===== src/rtl/pc_sequencer.sv =====
// pc_sequencer: program counter, start/done handshake and retired-instruction counter
module pc_sequencer #(
    parameter int              PC_W       = 10,
    parameter int              CNT_W      = 16,
    parameter logic [PC_W-1:0] START_ADDR = '0
) (
    input  logic             clk,
    input  logic             reset_n,
    input  logic             start,
    input  logic             stall,
    input  logic             halt,
    input  logic             jump_en,
    input  logic             branch_en,
    input  logic             taken,
    input  logic [PC_W-1:0]  target,
    output logic [PC_W-1:0]  prog_ctr,
    output logic             running,
    output logic             done,
    output logic [CNT_W-1:0] instr_cnt
);
    typedef enum logic [1:0] {IDLE, RUN, DONE} state_t;
    state_t           state_q, state_d;
    logic [PC_W-1:0]  pc_q, pc_d;
    logic [CNT_W-1:0] cnt_q, cnt_d;
    always_comb begin
        state_d = state_q;
        pc_d    = pc_q;
        cnt_d   = cnt_q;
        if (state_q != RUN) begin
            if (start) begin
                state_d = RUN;
                pc_d    = START_ADDR;
                cnt_d   = '0;
            end
        end else if (!stall) begin
            cnt_d = (&cnt_q) ? cnt_q : cnt_q + CNT_W'(1);
            if (halt)
                state_d = DONE;
            else
                pc_d = (jump_en || (branch_en && taken)) ? target : pc_q + PC_W'(1);
        end
    end
    always_ff @(posedge clk or negedge reset_n) begin
        if (!reset_n) begin
            state_q <= IDLE;
            pc_q    <= START_ADDR;
            cnt_q   <= '0;
        end else begin
            state_q <= state_d;
            pc_q    <= pc_d;
            cnt_q   <= cnt_d;
        end
    end
    assign prog_ctr  = pc_q;
    assign instr_cnt = cnt_q;
    assign running   = (state_q == RUN);
    assign done      = (state_q == DONE);
endmodule


===== config.mk =====
export PLATFORM = sky130hd
export DESIGN_NAME = pc_sequencer
export DESIGN_NICKNAME = d
export VERILOG_FILES = /design/src/rtl/pc_sequencer.sv
export SDC_FILE = /design/constraint.sdc
export NUM_CORES = 1
export LEC_CHECK = 0
export BUFFER_PORTS_ARGS = -buffer_cell sky130_fd_sc_hd__buf_2
export CAP_MARGIN = 20
export CORE_ASPECT_RATIO = 1.5
export CORE_UTILIZATION = 45
export DETAILED_ROUTE_END_ITERATION = 12
export HOLD_SLACK_MARGIN = 0.12
export MAX_ROUTING_LAYER = met4
export PLACE_DENSITY = 0.82
export SLEW_MARGIN = 20
export SYNTH_ARGS = -nofsm -noshare
export SYNTH_HDL_FRONTEND = slang
export SYNTH_SLANG_ARGS = --single-unit

===== constraint.sdc =====
create_clock -name clk -period 1.85 [get_ports clk]
set_clock_uncertainty 0.05 [all_clocks]
set_input_delay 0.185 -clock clk [delete_from_list [all_inputs] [get_ports clk]]
set_output_delay 0.185 -clock clk [all_outputs]
set_load 0.01 [all_outputs]

==> impl_results.html <==
<table>
<tr><th>Metric</th><th>Value</th></tr>
<tr><th colspan="2">STA</th></tr>
<tr><td>Final period util</td><td>0.918</td></tr>
<tr><td>Transition time of the tightest slew-check pin</td><td>647 ps</td></tr>
<tr><td>Max-Slew Margin vs Limit</td><td>0.568</td></tr>
<tr><td>Max Slew Vio Count</td><td>0</td></tr>
<tr><td>RSZ-0062 raised after global routing</td><td>false</td></tr>
<tr><td>Setup-failing EPs final</td><td>0</td></tr>
<tr><td>Final hold vios</td><td>0</td></tr>
<tr><td>Setup tns final</td><td>0 ps</td></tr>
<tr><td>FMAX</td><td>589 MHz</td></tr>
<tr><td>Final worst path period need</td><td>1700 ps</td></tr>
<tr><th colspan="2">Clocking</th></tr>
<tr><td>Clock transition time at the flip-flop clock pins of the worst setup and hold paths</td><td>110 ps</td></tr>
<tr><td>Number of buffers created by CTS</td><td>3</td></tr>
<tr><td>Number of buffers on the longest clock path</td><td>2</td></tr>
<tr><td>Cts-stage hold buffer count</td><td>2</td></tr>
<tr><td>Clock H-tree levels</td><td>1</td></tr>
<tr><td>CTS Sinks</td><td>28</td></tr>
<tr><td>Number of gates resized after cts</td><td>0</td></tr>
<tr><td>Clock tree from TritonCTS</td><td>built</td></tr>
<tr><td>Latest clock arrival within the worst-skew pair</td><td>280 ps</td></tr>
<tr><td>Buffers inserted during post-CTS setup optimization</td><td>0</td></tr>
<tr><td>Cell chosen for the clock root</td><td>sky130_fd_sc_hd__clkbuf_8</td></tr>
<tr><th colspan="2">Cells and area</th></tr>
<tr><td>Nets@finish</td><td>260</td></tr>
<tr><td>Post-layout instance count excluding filler cells</td><td>282</td></tr>
<tr><td>Area delta synth-&gt;final</td><td>25.1%</td></tr>
<tr><td>Ratio of cells with drive above 1 in the final layout</td><td>0.331</td></tr>
<tr><td>Number of antenna diodes</td><td>0</td></tr>
<tr><th colspan="2">Critical path</th></tr>
<tr><td>Crit-path max FO</td><td>12</td></tr>
<tr><td>Delay-heaviest family, CP</td><td>simple AND/OR/NAND/NOR gates</td></tr>
<tr><td>Crit path cell chain</td><td>or4b_4 -&gt; nor2_4 -&gt; a21o_1 -&gt; a22o_1</td></tr>
<tr><td>Crit start category</td><td>flop</td></tr>
<tr><td>CP peak stage delay</td><td>660 ps</td></tr>
<tr><td>Critical path buffer and inverter count</td><td>0</td></tr>
<tr><td>Worst Path Required</td><td>2020 ps</td></tr>
<tr><td>Arr. time, crit path</td><td>1870 ps</td></tr>
<tr><td>Worst-path cell with the longest stage delay</td><td>sky130_fd_sc_hd__or4b_4</td></tr>
<tr><td>Category of the worst setup path capture point</td><td>flop</td></tr>
<tr><td>Class of the most critical setup path</td><td>flop to flop</td></tr>
<tr><th colspan="2">Logic synthesis</th></tr>
<tr><td>Top-area cell type share of the netlist area</td><td>0.411</td></tr>
<tr><td>Post-synthesis instance area</td><td>1700 sq um</td></tr>
<tr><td>Sequential area share after synthesis</td><td>0.411</td></tr>
<tr><td>Flops &amp; latches, synth</td><td>28</td></tr>
<tr><td>Average instance area after synthesis</td><td>9.25 sq um</td></tr>
<tr><td>Count of synthesis-stage warnings from yosys</td><td>0</td></tr>
<tr><td>Synth area leaders</td><td>sky130_fd_sc_hd__dfrtp_1 41%, sky130_fd_sc_hd__a21oi_1 4.4%, sky130_fd_sc_hd__nand3_1 3.2%</td></tr>
<tr><td>Post-synth cell types</td><td>52</td></tr>
<tr><td>Synthesized instance count</td><td>184</td></tr>
<tr><td>Proportion of register bits with asynchronous set or reset after synthesis</td><td>1.00</td></tr>
<tr><td>Library cell occupying the most area in the post-synthesis netlist</td><td>sky130_fd_sc_hd__dfrtp_1</td></tr>
<tr><td>Main flop type after synthesis</td><td>sky130_fd_sc_hd__dfrtp_1</td></tr>
<tr><td>Number of enable-type register cells in the synthesized netlist</td><td>0</td></tr>
<tr><td>Synthesized net count</td><td>204</td></tr>
<tr><th colspan="2">Place</th></tr>
<tr><td>Cell count after placement</td><td>276</td></tr>
<tr><td>Gp weighted congestion</td><td>0.863</td></tr>
<tr><td>Detailed Place HPWL</td><td>3160 microns</td></tr>
<tr><td>Count of buffers inserted at the top-level ports</td><td>45</td></tr>
<tr><th colspan="2">Global routing</th></tr>
<tr><td>Tot GR Track Use</td><td>0.238</td></tr>
<tr><td>GR Overflow Total</td><td>0</td></tr>
<tr><td>Pin count of the biggest net entering global routing</td><td>29</td></tr>
<tr><td>Vias in the first global route</td><td>1647</td></tr>
<tr><td>Antenna violations before repair</td><td>0</td></tr>
<tr><td>First-pass GRT wire length</td><td>7130 microns</td></tr>
<tr><th colspan="2">Drt</th></tr>
<tr><td>Via count of the routed design</td><td>1664</td></tr>
<tr><td>Post-DR wirelength/cell</td><td>15.0 microns</td></tr>
<tr><td>DRC violations left</td><td>0</td></tr>
<tr><td>Post-detailed-route count of antenna-violating nets</td><td>0</td></tr>
<tr><td>Pre-Repair DR Iteration Count</td><td>4</td></tr>
<tr><td>Total wire length</td><td>4240 microns</td></tr>
<tr><td>Drt via density</td><td>5.90</td></tr>
<tr><td>Count of routing violations after the opening detailed-route iteration</td><td>54</td></tr>
<tr><th colspan="2">Power</th></tr>
<tr><td>IR drop worst, VDD</td><td>775 uV</td></tr>
<tr><td>Power density cells</td><td>815 nW/um^2</td></tr>
<tr><td>Leakage dissipation</td><td>1.03 nW</td></tr>
<tr><th colspan="2">Floorplan</th></tr>
<tr><td>Die Wd</td><td>52.2 microns</td></tr>
<tr><td>Top-Level Pins</td><td>46</td></tr>
<tr><td>Core area</td><td>3650 sq um</td></tr>
<tr><td>Rows</td><td>27</td></tr>
<tr><td>Effective utilization at floorplan</td><td>0.467</td></tr>
<tr><td>Floorplan die area</td><td>4040 sq um</td></tr>
<tr><td>Overall die height</td><td>77.3 microns</td></tr>
<tr><th colspan="2">Min path</th></tr>
<tr><td>Hold crit path type</td><td>primary input to flop</td></tr>
<tr><th colspan="2">Status</th></tr>
<tr><td>Result of the run</td><td>finished, final reports clean</td></tr>
<tr><th colspan="2">Job</th></tr>
<tr><td>Number of max-capacitance violations reported</td><td>0</td></tr>
</table>
-- registers in the layout, indices dropped and copies added (netlist names) --
register   flops
instr_cnt     16
prog_ctr      10
state_q        2
-- Yosys cell counts (all sizes together), types with 2 or more instances --
cell type   n
a21oi      18
a31oi       3
a211oi      3
nor3        3
clkbuf      2
o31ai       2
nor2        9
buf         9
or3         3
and2        3
dfrtp      28
or2         2
nand2      12
a21o        5
and3        7
o21ai       9
nor3b       3
ha          2
nand3      12
nand2b      2
o211ai      7
a22o        3
and4        5
inv         6
o22ai       5
nand4       7
-- routing by layer --
metal	GRT usage	routed length [microns]	vias to the layer above
met5	-	0	-
met4	0.0868	73	0
met3	0.0275	120	7
met2	0.428	2320	34
met1	0.258	1720	810
li1	-	-	813
-- worst register-to-register path, delay by kind of cell, from the launching register on --
kind,cells,cell delay (ps)
AO/OA/AOI/OAI,2,270
flip-flops,1,460
AND/OR/NAND/NOR,2,870
-- final cells by class --
type,instances,area (sq um)
Timing Repair Buffer,62,370
Sequential cell,28,701
Fill cell,363,1520
Clock buffer,3,41.3
Multi-Input combinational cell,139,911
Inverter,6,22.5
Clock inverter,1,30.0
Tap cell,43,53.8
-- power by group --
group | internal [W] | switching, W
logic | 0.000213 | 0.000255
registers | 0.000682 | 0.0000857
clock network | 0.000290 | 0.000209
total | 0.00119 | 0.000549
-- layout by cell type, fill, tap and decap left out, drive strengths merged, types with 6 or more instances in the layout --
cell     n
o21ai    9
dfrtp   28
inv      6
nand4    7
o211ai   7
and3     7
nand3   12
buf     60
nor2     9
nand2   12
a21oi   18
-- path summary, 6_finish.rpt --
| check | endpoint | slack (ps) | start | cells past startpoint |
|---|---|---|---|---|
| setup reg to reg | prog_ctr[9] | 150 | state_q[1] | 4 |
| hold / removal | prog_ctr[6] | 130 | target[6] | 3 |
| max in group asynchronous | prog_ctr[7] | 920 | reset_n | 2 |
| setup / recovery | prog_ctr[9] | 150 | state_q[1] | 4 |
| min in group asynchronous | instr_cnt[6] | 410 | reset_n | 2 |
| hold reg to reg | instr_cnt[1] | 490 | instr_cnt[1] | 1 |
-- cell families (layout without fill, tap and decap cells) --
kind of cell	Yosys count	count (layout)	synth area share
simple gates	74	74	0.267
flops	28	28	0.411
buf+inv	17	72	0.0536
mux	1	1	0.00588
compound gates	62	62	0.248
fa+ha+maj	2	2	0.0147
-- stage by stage --
| stage | utilization | cell area [sq um] | setup WS [ps] | hold WS (ps) | power (W) |
|---|---|---|---|---|---|
| 6_report | 0.584 | 2130 | 152 | 132 | 0.00173 |
| 5_1_grt | 0.584 | 2130 | 65.7 | 157 | 0.00183 |
| 4_1_cts | 0.584 | 2130 | 148 | 133 | 0.00174 |
| 3_5_place_dp | 0.559 | 2040 | 167 | 194 | 0.00124 |
| 3_3_place_gp | 0.559 | 2040 | 216 | 194 | 0.00123 |
| 2_1_floorplan | - | 1700 | 212 | -161 | 0.00103 |
Note: power is estimated with default switching activity, not from simulation.
